## config.mk

```make
export PLATFORM = sky130hd
export DESIGN_NAME = multi_nch_disp_scan
export DESIGN_NICKNAME = d
export VERILOG_FILES = /design/src/rtl/disp_pkg.sv /design/src/rtl/disp_scan_ctrl.sv /design/src/rtl/multi_nch_disp_scan.sv
export SDC_FILE = /design/constraint.sdc
export NUM_CORES = 1
export LEC_CHECK = 0
export CORE_MARGIN = 2
export CORE_UTILIZATION = 24
export DETAILED_ROUTE_END_ITERATION = 10
export DONT_BUFFER_PORTS = 1
export HOLD_SLACK_MARGIN = 0.05
export PLACE_DENSITY = 0.48
export SKIP_LAST_GASP = 1
export SLEW_MARGIN = 10
export SYNTH_ARGS = -nofsm -noshare
export SYNTH_HDL_FRONTEND = slang
export SYNTH_SLANG_ARGS = --single-unit
```

## constraint.sdc

```tcl
create_clock -name clk -period 10 [get_ports clk]
set_clock_uncertainty 0.15 [all_clocks]
set_input_delay 1 -clock clk [delete_from_list [all_inputs] [get_ports clk]]
set_output_delay 1 -clock clk [all_outputs]
set_load 0.01 [all_outputs]
```

## src/rtl/disp_pkg.sv

```systemverilog
// Shared definitions for the multi-channel display scanner: mode encodings,
// default dwell width and the flattened-bus slicing helper.
package disp_pkg;

  localparam logic MODE_MANUAL = 1'b0;
  localparam logic MODE_AUTO   = 1'b1;

  localparam int DEF_DWELL_W = 16;

  // LSB position of channel ch in a bus built from back-to-back w-bit slices.
  function automatic int ch_base(input int ch, input int w);
    return ch * w;
  endfunction

endpackage

```

## src/rtl/disp_scan_ctrl.sv

```systemverilog
// Channel sequencing for the display scanner: manual select or auto-scan with a
// programmable dwell, plus the channel-change strobe.
module disp_scan_ctrl
  import disp_pkg::*;
#(
  parameter  int CH      = 8,
  parameter  int DWELL_W = DEF_DWELL_W,
  localparam int SW      = $clog2(CH)
) (
  input  logic               clk,
  input  logic               rst,
  input  logic               en,
  input  logic               mode,
  input  logic [SW-1:0]      test,
  input  logic [DWELL_W-1:0] dwell,
  output logic [SW-1:0]      next_ch,
  output logic               upd,
  output logic [SW-1:0]      cur_ch,
  output logic               ch_strobe
);

  logic               mode_q;
  logic [DWELL_W-1:0] cnt;
  logic [DWELL_W-1:0] nxt_cnt;
  logic [DWELL_W-1:0] eff_dwell;
  logic [SW-1:0]      nxt_ch;
  logic [SW-1:0]      wrap_ch;
  logic               test_ok;

  always_comb begin
    test_ok   = (int'(test) < CH);
    eff_dwell = (dwell == '0) ? DWELL_W'(1) : dwell;
    wrap_ch   = (cur_ch == SW'(CH - 1)) ? '0 : cur_ch + SW'(1);
    nxt_ch    = cur_ch;
    nxt_cnt   = cnt;
    upd       = 1'b0;
    if (en) begin
      if (mode == MODE_MANUAL) begin
        nxt_cnt = '0;
        // An out-of-range select leaves both the channel and the outputs alone.
        if (test_ok) begin
          nxt_ch = test;
          upd    = 1'b1;
        end
      end else begin
        upd = 1'b1;
        if (mode_q == MODE_MANUAL) begin
          nxt_cnt = '0;
          if (test_ok) nxt_ch = test;
        end else if (cnt >= eff_dwell - DWELL_W'(1)) begin
          nxt_cnt = '0;
          nxt_ch  = wrap_ch;
        end else begin
          nxt_cnt = cnt + DWELL_W'(1);
        end
      end
    end
    next_ch = nxt_ch;
  end

  always_ff @(posedge clk or negedge rst) begin
    if (!rst) begin
      mode_q    <= MODE_MANUAL;
      cnt       <= '0;
      cur_ch    <= '0;
      ch_strobe <= 1'b0;
    end else begin
      mode_q    <= mode;
      cnt       <= nxt_cnt;
      cur_ch    <= nxt_ch;
      ch_strobe <= en && (nxt_ch != cur_ch);
    end
  end

endmodule

```

## src/rtl/multi_nch_disp_scan.sv

```systemverilog
// CH-channel display multiplexer with registered outputs, freeze enable and
// auto-scan; feeds the 7-segment display scanner.
module multi_nch_disp_scan
  import disp_pkg::*;
#(
  parameter  int CH      = 8,
  parameter  int DW      = 32,
  parameter  int DWELL_W = DEF_DWELL_W,
  localparam int PW      = DW / 4,
  localparam int SW      = $clog2(CH)
) (
  input  logic                 clk,
  input  logic                 rst,
  input  logic                 EN,
  input  logic                 mode,
  input  logic [SW-1:0]        Test,
  input  logic [DWELL_W-1:0]   dwell,
  input  logic [CH*PW-1:0]     point_in,
  input  logic [CH*PW-1:0]     LES,
  input  logic [CH*DW-1:0]     data_in,
  output logic [PW-1:0]        point_out,
  output logic [PW-1:0]        LE_out,
  output logic [DW-1:0]        Disp_num,
  output logic [SW-1:0]        cur_ch,
  output logic                 ch_strobe
);

  logic [SW-1:0] next_ch;
  logic          upd;
  logic [DW-1:0] data_p0;
  logic [PW-1:0] point_p0;
  logic [PW-1:0] le_p0;

  disp_scan_ctrl #(
    .CH      (CH),
    .DWELL_W (DWELL_W)
  ) u_ctrl (
    .clk       (clk),
    .rst       (rst),
    .en        (EN),
    .mode      (mode),
    .test      (Test),
    .dwell     (dwell),
    .next_ch   (next_ch),
    .upd       (upd),
    .cur_ch    (cur_ch),
    .ch_strobe (ch_strobe)
  );

  // Stage p0: select the channel the control block is moving to.
  always_comb begin
    data_p0  = '0;
    point_p0 = '0;
    le_p0    = '0;
    for (int k = 0; k < CH; k++) begin
      if (next_ch == SW'(k)) begin
        data_p0  = data_in[ch_base(k, DW) +: DW];
        point_p0 = point_in[ch_base(k, PW) +: PW];
        le_p0    = LES[ch_base(k, PW) +: PW];
      end
    end
  end

  // Stage p1: registered outputs, refreshed from live inputs on every update.
  always_ff @(posedge clk or negedge rst) begin
    if (!rst) begin
      Disp_num  <= '0;
      point_out <= '0;
      LE_out    <= '0;
    end else if (upd) begin
      Disp_num  <= data_p0;
      point_out <= point_p0;
      LE_out    <= le_p0;
    end
  end

endmodule

```

==> out/results.tsv <==
stage	metric	value	unit
finish	post-route non-filler standard cell count	1299	
placement	Port Buffers	0	
synthesis	register bit total from synthesis	69	
sta	Final Hold Viols	0	
detailed_routing	1st-iter DRT viols	606	
global_routing	initial antenna violation count	5	
die	IO Pins	459	
sta	Worst slew margin	23.6	%
global_routing	pin count of the biggest net entering global routing	81	
die	core area	29600	um^2
finish	Nets	1326	
setup_path	CP arrival	6.86	ns
job	max capacitance violation total	0	
finish	multi-input logic area	5060	um^2
placement	placed insts	1278	
sta	Worst Max-Slew Pin Slew	1.15	ns
sta	Finish-stage setup viols	0	
setup_path	reg2reg path depth	12	
detailed_routing	drt first pass iters	5	
detailed_routing	routed vias	7738	
clock_network	Reg clk slew, reported paths	0.07	ns
clock_network	post-CTS sizing	0	
global_routing	vias in the first global route	7506	
synthesis	Post-Syn Nets	1384	
detailed_routing	DRC Markers	0	
finish	fillers	3326	
synthesis	Synth Cell Area	7200	um^2
setup_path	Worst EP required	10.09	ns
synthesis	most common cell in the synthesized netlist	nand2_1	
finish	Area Growth Syn to Fin	7.70	%
status	outcome	completed	
clock_network	worst skew pair latency	0.34	ns
die	Die Ht	177	um
detailed_routing	detail-routed via count per cell	5.96	
die	Cell Rows	63	
power_and_ir_drop	Worst VDD drop	0.0739	mV
power_and_ir_drop	P_leak	2.89	nW
global_routing	total congestion overflow	0	
detailed_routing	Routed WL per cell	26.4	um
synthesis	synthesized area per cell	7.53	um^2
power_and_ir_drop	PwrDens	139	nW/um^2
placement	detailed placement HPWL	25100	um
placement	dpl ws	2.92	ns
setup_path	crit path kind	in2reg	
setup_path	critical-path maximum fanout	54	
synthesis	Yosys warnings	0	
setup_path	critical path endpoint category	flop	
setup_path	Worst setup SP type	input pin	
synthesis	ys flop type	dfrtp_1	
clock_network	CTS tree	built	
synthesis	Yosys top cell area share	24.0	%
clock_network	hold_buf cts	0	
synthesis	Seq/Total Area, Yosys	24.0	%
synthesis	Synth top cells by count	nand2_1 (115), o21ai_0 (106), nor2_1 (72), dfrtp_1 (69), nand3_1 (66)	
global_routing	first-pass GRT wire length	48000	um
sta	post-route setup slack	3.22	ns
synthesis	complex-gate fraction of the synthesized area	40.8	%
sta	fmax	148	MHz
synthesis	main combinational cell family by area after synthesis	compound AO/OA/AOI/OAI gates	
finish	FF/Latch Area	1730	um^2
detailed_routing	final WL	34300	um
sta	setup_tns	0	ns
clock_network	CTS Buffer Depth	2	
placement	GP Congestion	0.856	
power_and_ir_drop	Final Power	1.08	mW
die	die area	31400	um^2
synthesis	synth top area cells	dfrtp_1 (24%), o21ai_0 (7.4%), nand2_1 (6.0%)	
synthesis	biggest area consumer among synthesized cells	dfrtp_1	
finish	final instance area	7760	um^2
setup_path	setup slack, reg-to-reg	5.31	ns
synthesis	XOR/XNOR share of the synthesized area	1.46	%
finish	layout cell share with drive strength beyond 1	7.30	%
sta	count of pins over their slew limit	0	
die	die width	177	um
worst_hold_path	HP Class	in2async	
detailed_routing	number of routed nets with antenna violations	0	
clock_network	number of CTS-inserted buffers	9	
global_routing	aggregate global-route resource usage	20.6	%
sta	unrepaired setup endpoints after global routing	false	
sta	Final Cycle Share	67.8	%
clock_network	Clock Sinks	69	
synthesis	EDFF count, synth	0	
placement	DP Area	7470	um^2
synthesis	Async S/R FF share, synth	100	%
clock_network	root buffer cell	clkbuf_16	
synthesis	adder-cell share of the synthesized area	3.47	%
synthesis	Yosys cell types	74	
die	Initial Utilization	24.4	%
synthesis	post-synthesis simple-gate area fraction	21.0	%
synthesis	Synth Instances	957	
synthesis	mux cell area share after synthesis	3.13	%
clock_network	Setup Buffers After CTS	0	
clock_network	H-tree Lvls	3	
sta	Tmin final	6.78	ns
==> through the flow <==
stage | hold WS, ns | util [%]
2_1_floorplan | 0.313 | -
4_1_cts | 0.172 | 26.2
3_5_place_dp | 0.374 | 25.3
3_3_place_gp | 0.357 | 25.3
5_1_grt | 0.167 | 26.2
6_report | 0.192 | 26.2
==> area by class of cell <==
| type | instances | share of cell area (%) |
|---|---|---|
| Multi-Input combinational cell | 782 | 65.2 |
| Sequential cell | 69 | 22.3 |
| Tap cell | 390 | 6.29 |
| Clock buffer | 10 | 2.95 |
| Timing Repair Buffer | 16 | 1.55 |
| Inverter | 21 | 1.05 |
| Clock inverter | 6 | 0.516 |
| Antenna cell | 5 | 0.161 |
==> worst paths after layout <==
path	startpoint	to
worst max-delay path	dwell[8]	point_out[1]
worst min register to register	u_ctrl.cnt[15]	u_ctrl.cnt[15]
worst max register to register	u_ctrl.cnt[13]	point_out[1]
max in group asynchronous	rst	Disp_num[22]
worst min-delay path	rst	u_ctrl.cnt[13]
min in group clk	u_ctrl.cnt[15]	u_ctrl.cnt[15]
==> logic make-up after synthesis <==
kind of cell    count (synthesis)
compound gates                409
simple gates                  319
buf+inv                       106
flops                          69
mux                            22
fa+ha+maj                      20
xor+xnor                       12
==> layer usage <==
| layer | track usage, % | share of wire [%] | up-vias |
|---|---|---|---|
| li1 | - | - | 3570 |
| met1 | 25.1 | 40 | 3722 |
| met2 | 34.3 | 49 | 400 |
| met3 | 6.38 | 8.7 | 44 |
| met4 | 6.82 | 2.5 | 2 |
| met5 | 0 | 0.047 | - |
==> registers in the layout (all words and copies together), names as in the netlist <==
signal / count
u_ctrl.ch_strobe: 1
u_ctrl.cnt: 16
u_ctrl.mode_q: 1
u_ctrl.cur_ch: 3
point_out: 8
LE_out: 8
Disp_num: 32
==> cell usage in the layout (no fill, tap or decap), drive strengths merged, types with 6 or more instances in the layout <==
cell     instances
a21o            10
nand3           68
o221ai          26
nor2            77
and2            10
and3            10
buf             16
ha              20
clkbuf          10
a31o            27
nor2b            7
a32o             8
xnor2            9
o21ai          130
a32oi            8
o22ai           11
nand2          115
a21oi           60
a221oi           8
inv             21
o32a            13
o2bb2ai          9
a22oi            9
mux2i           18
a31oi           13
dfrtp           69
o221a           32
a41o             6
nor3             9
a22o             9
==> critical path, cell delays in order <==
cell,delay [ns]
or3_1,0.12
nor4_1,0.06
and3b_1,0.20
a21oi_1,0.18
ha_1,0.21
nand2b_1,0.08
nor4_1,0.48
nand2_1,0.17
nor4_1,0.25
xnor2_1,0.12
ha_1,0.32
and4_1,0.28
nand4_1,0.19
a311oi_4,0.57
nor4_4,0.10
buf_4,0.27
nor2_4,0.14
buf_4,0.46
inv_2,0.54
nor2_2,0.61
a21oi_1,0.14
a22o_1,0.23
==> power breakdown <==
group	switching, mW	total, mW	internal, mW
logic	0.236	0.379	0.143
registers	0.0592	0.378	0.319
clock network	0.150	0.318	0.168
Power figures use the tool's default switching activity.
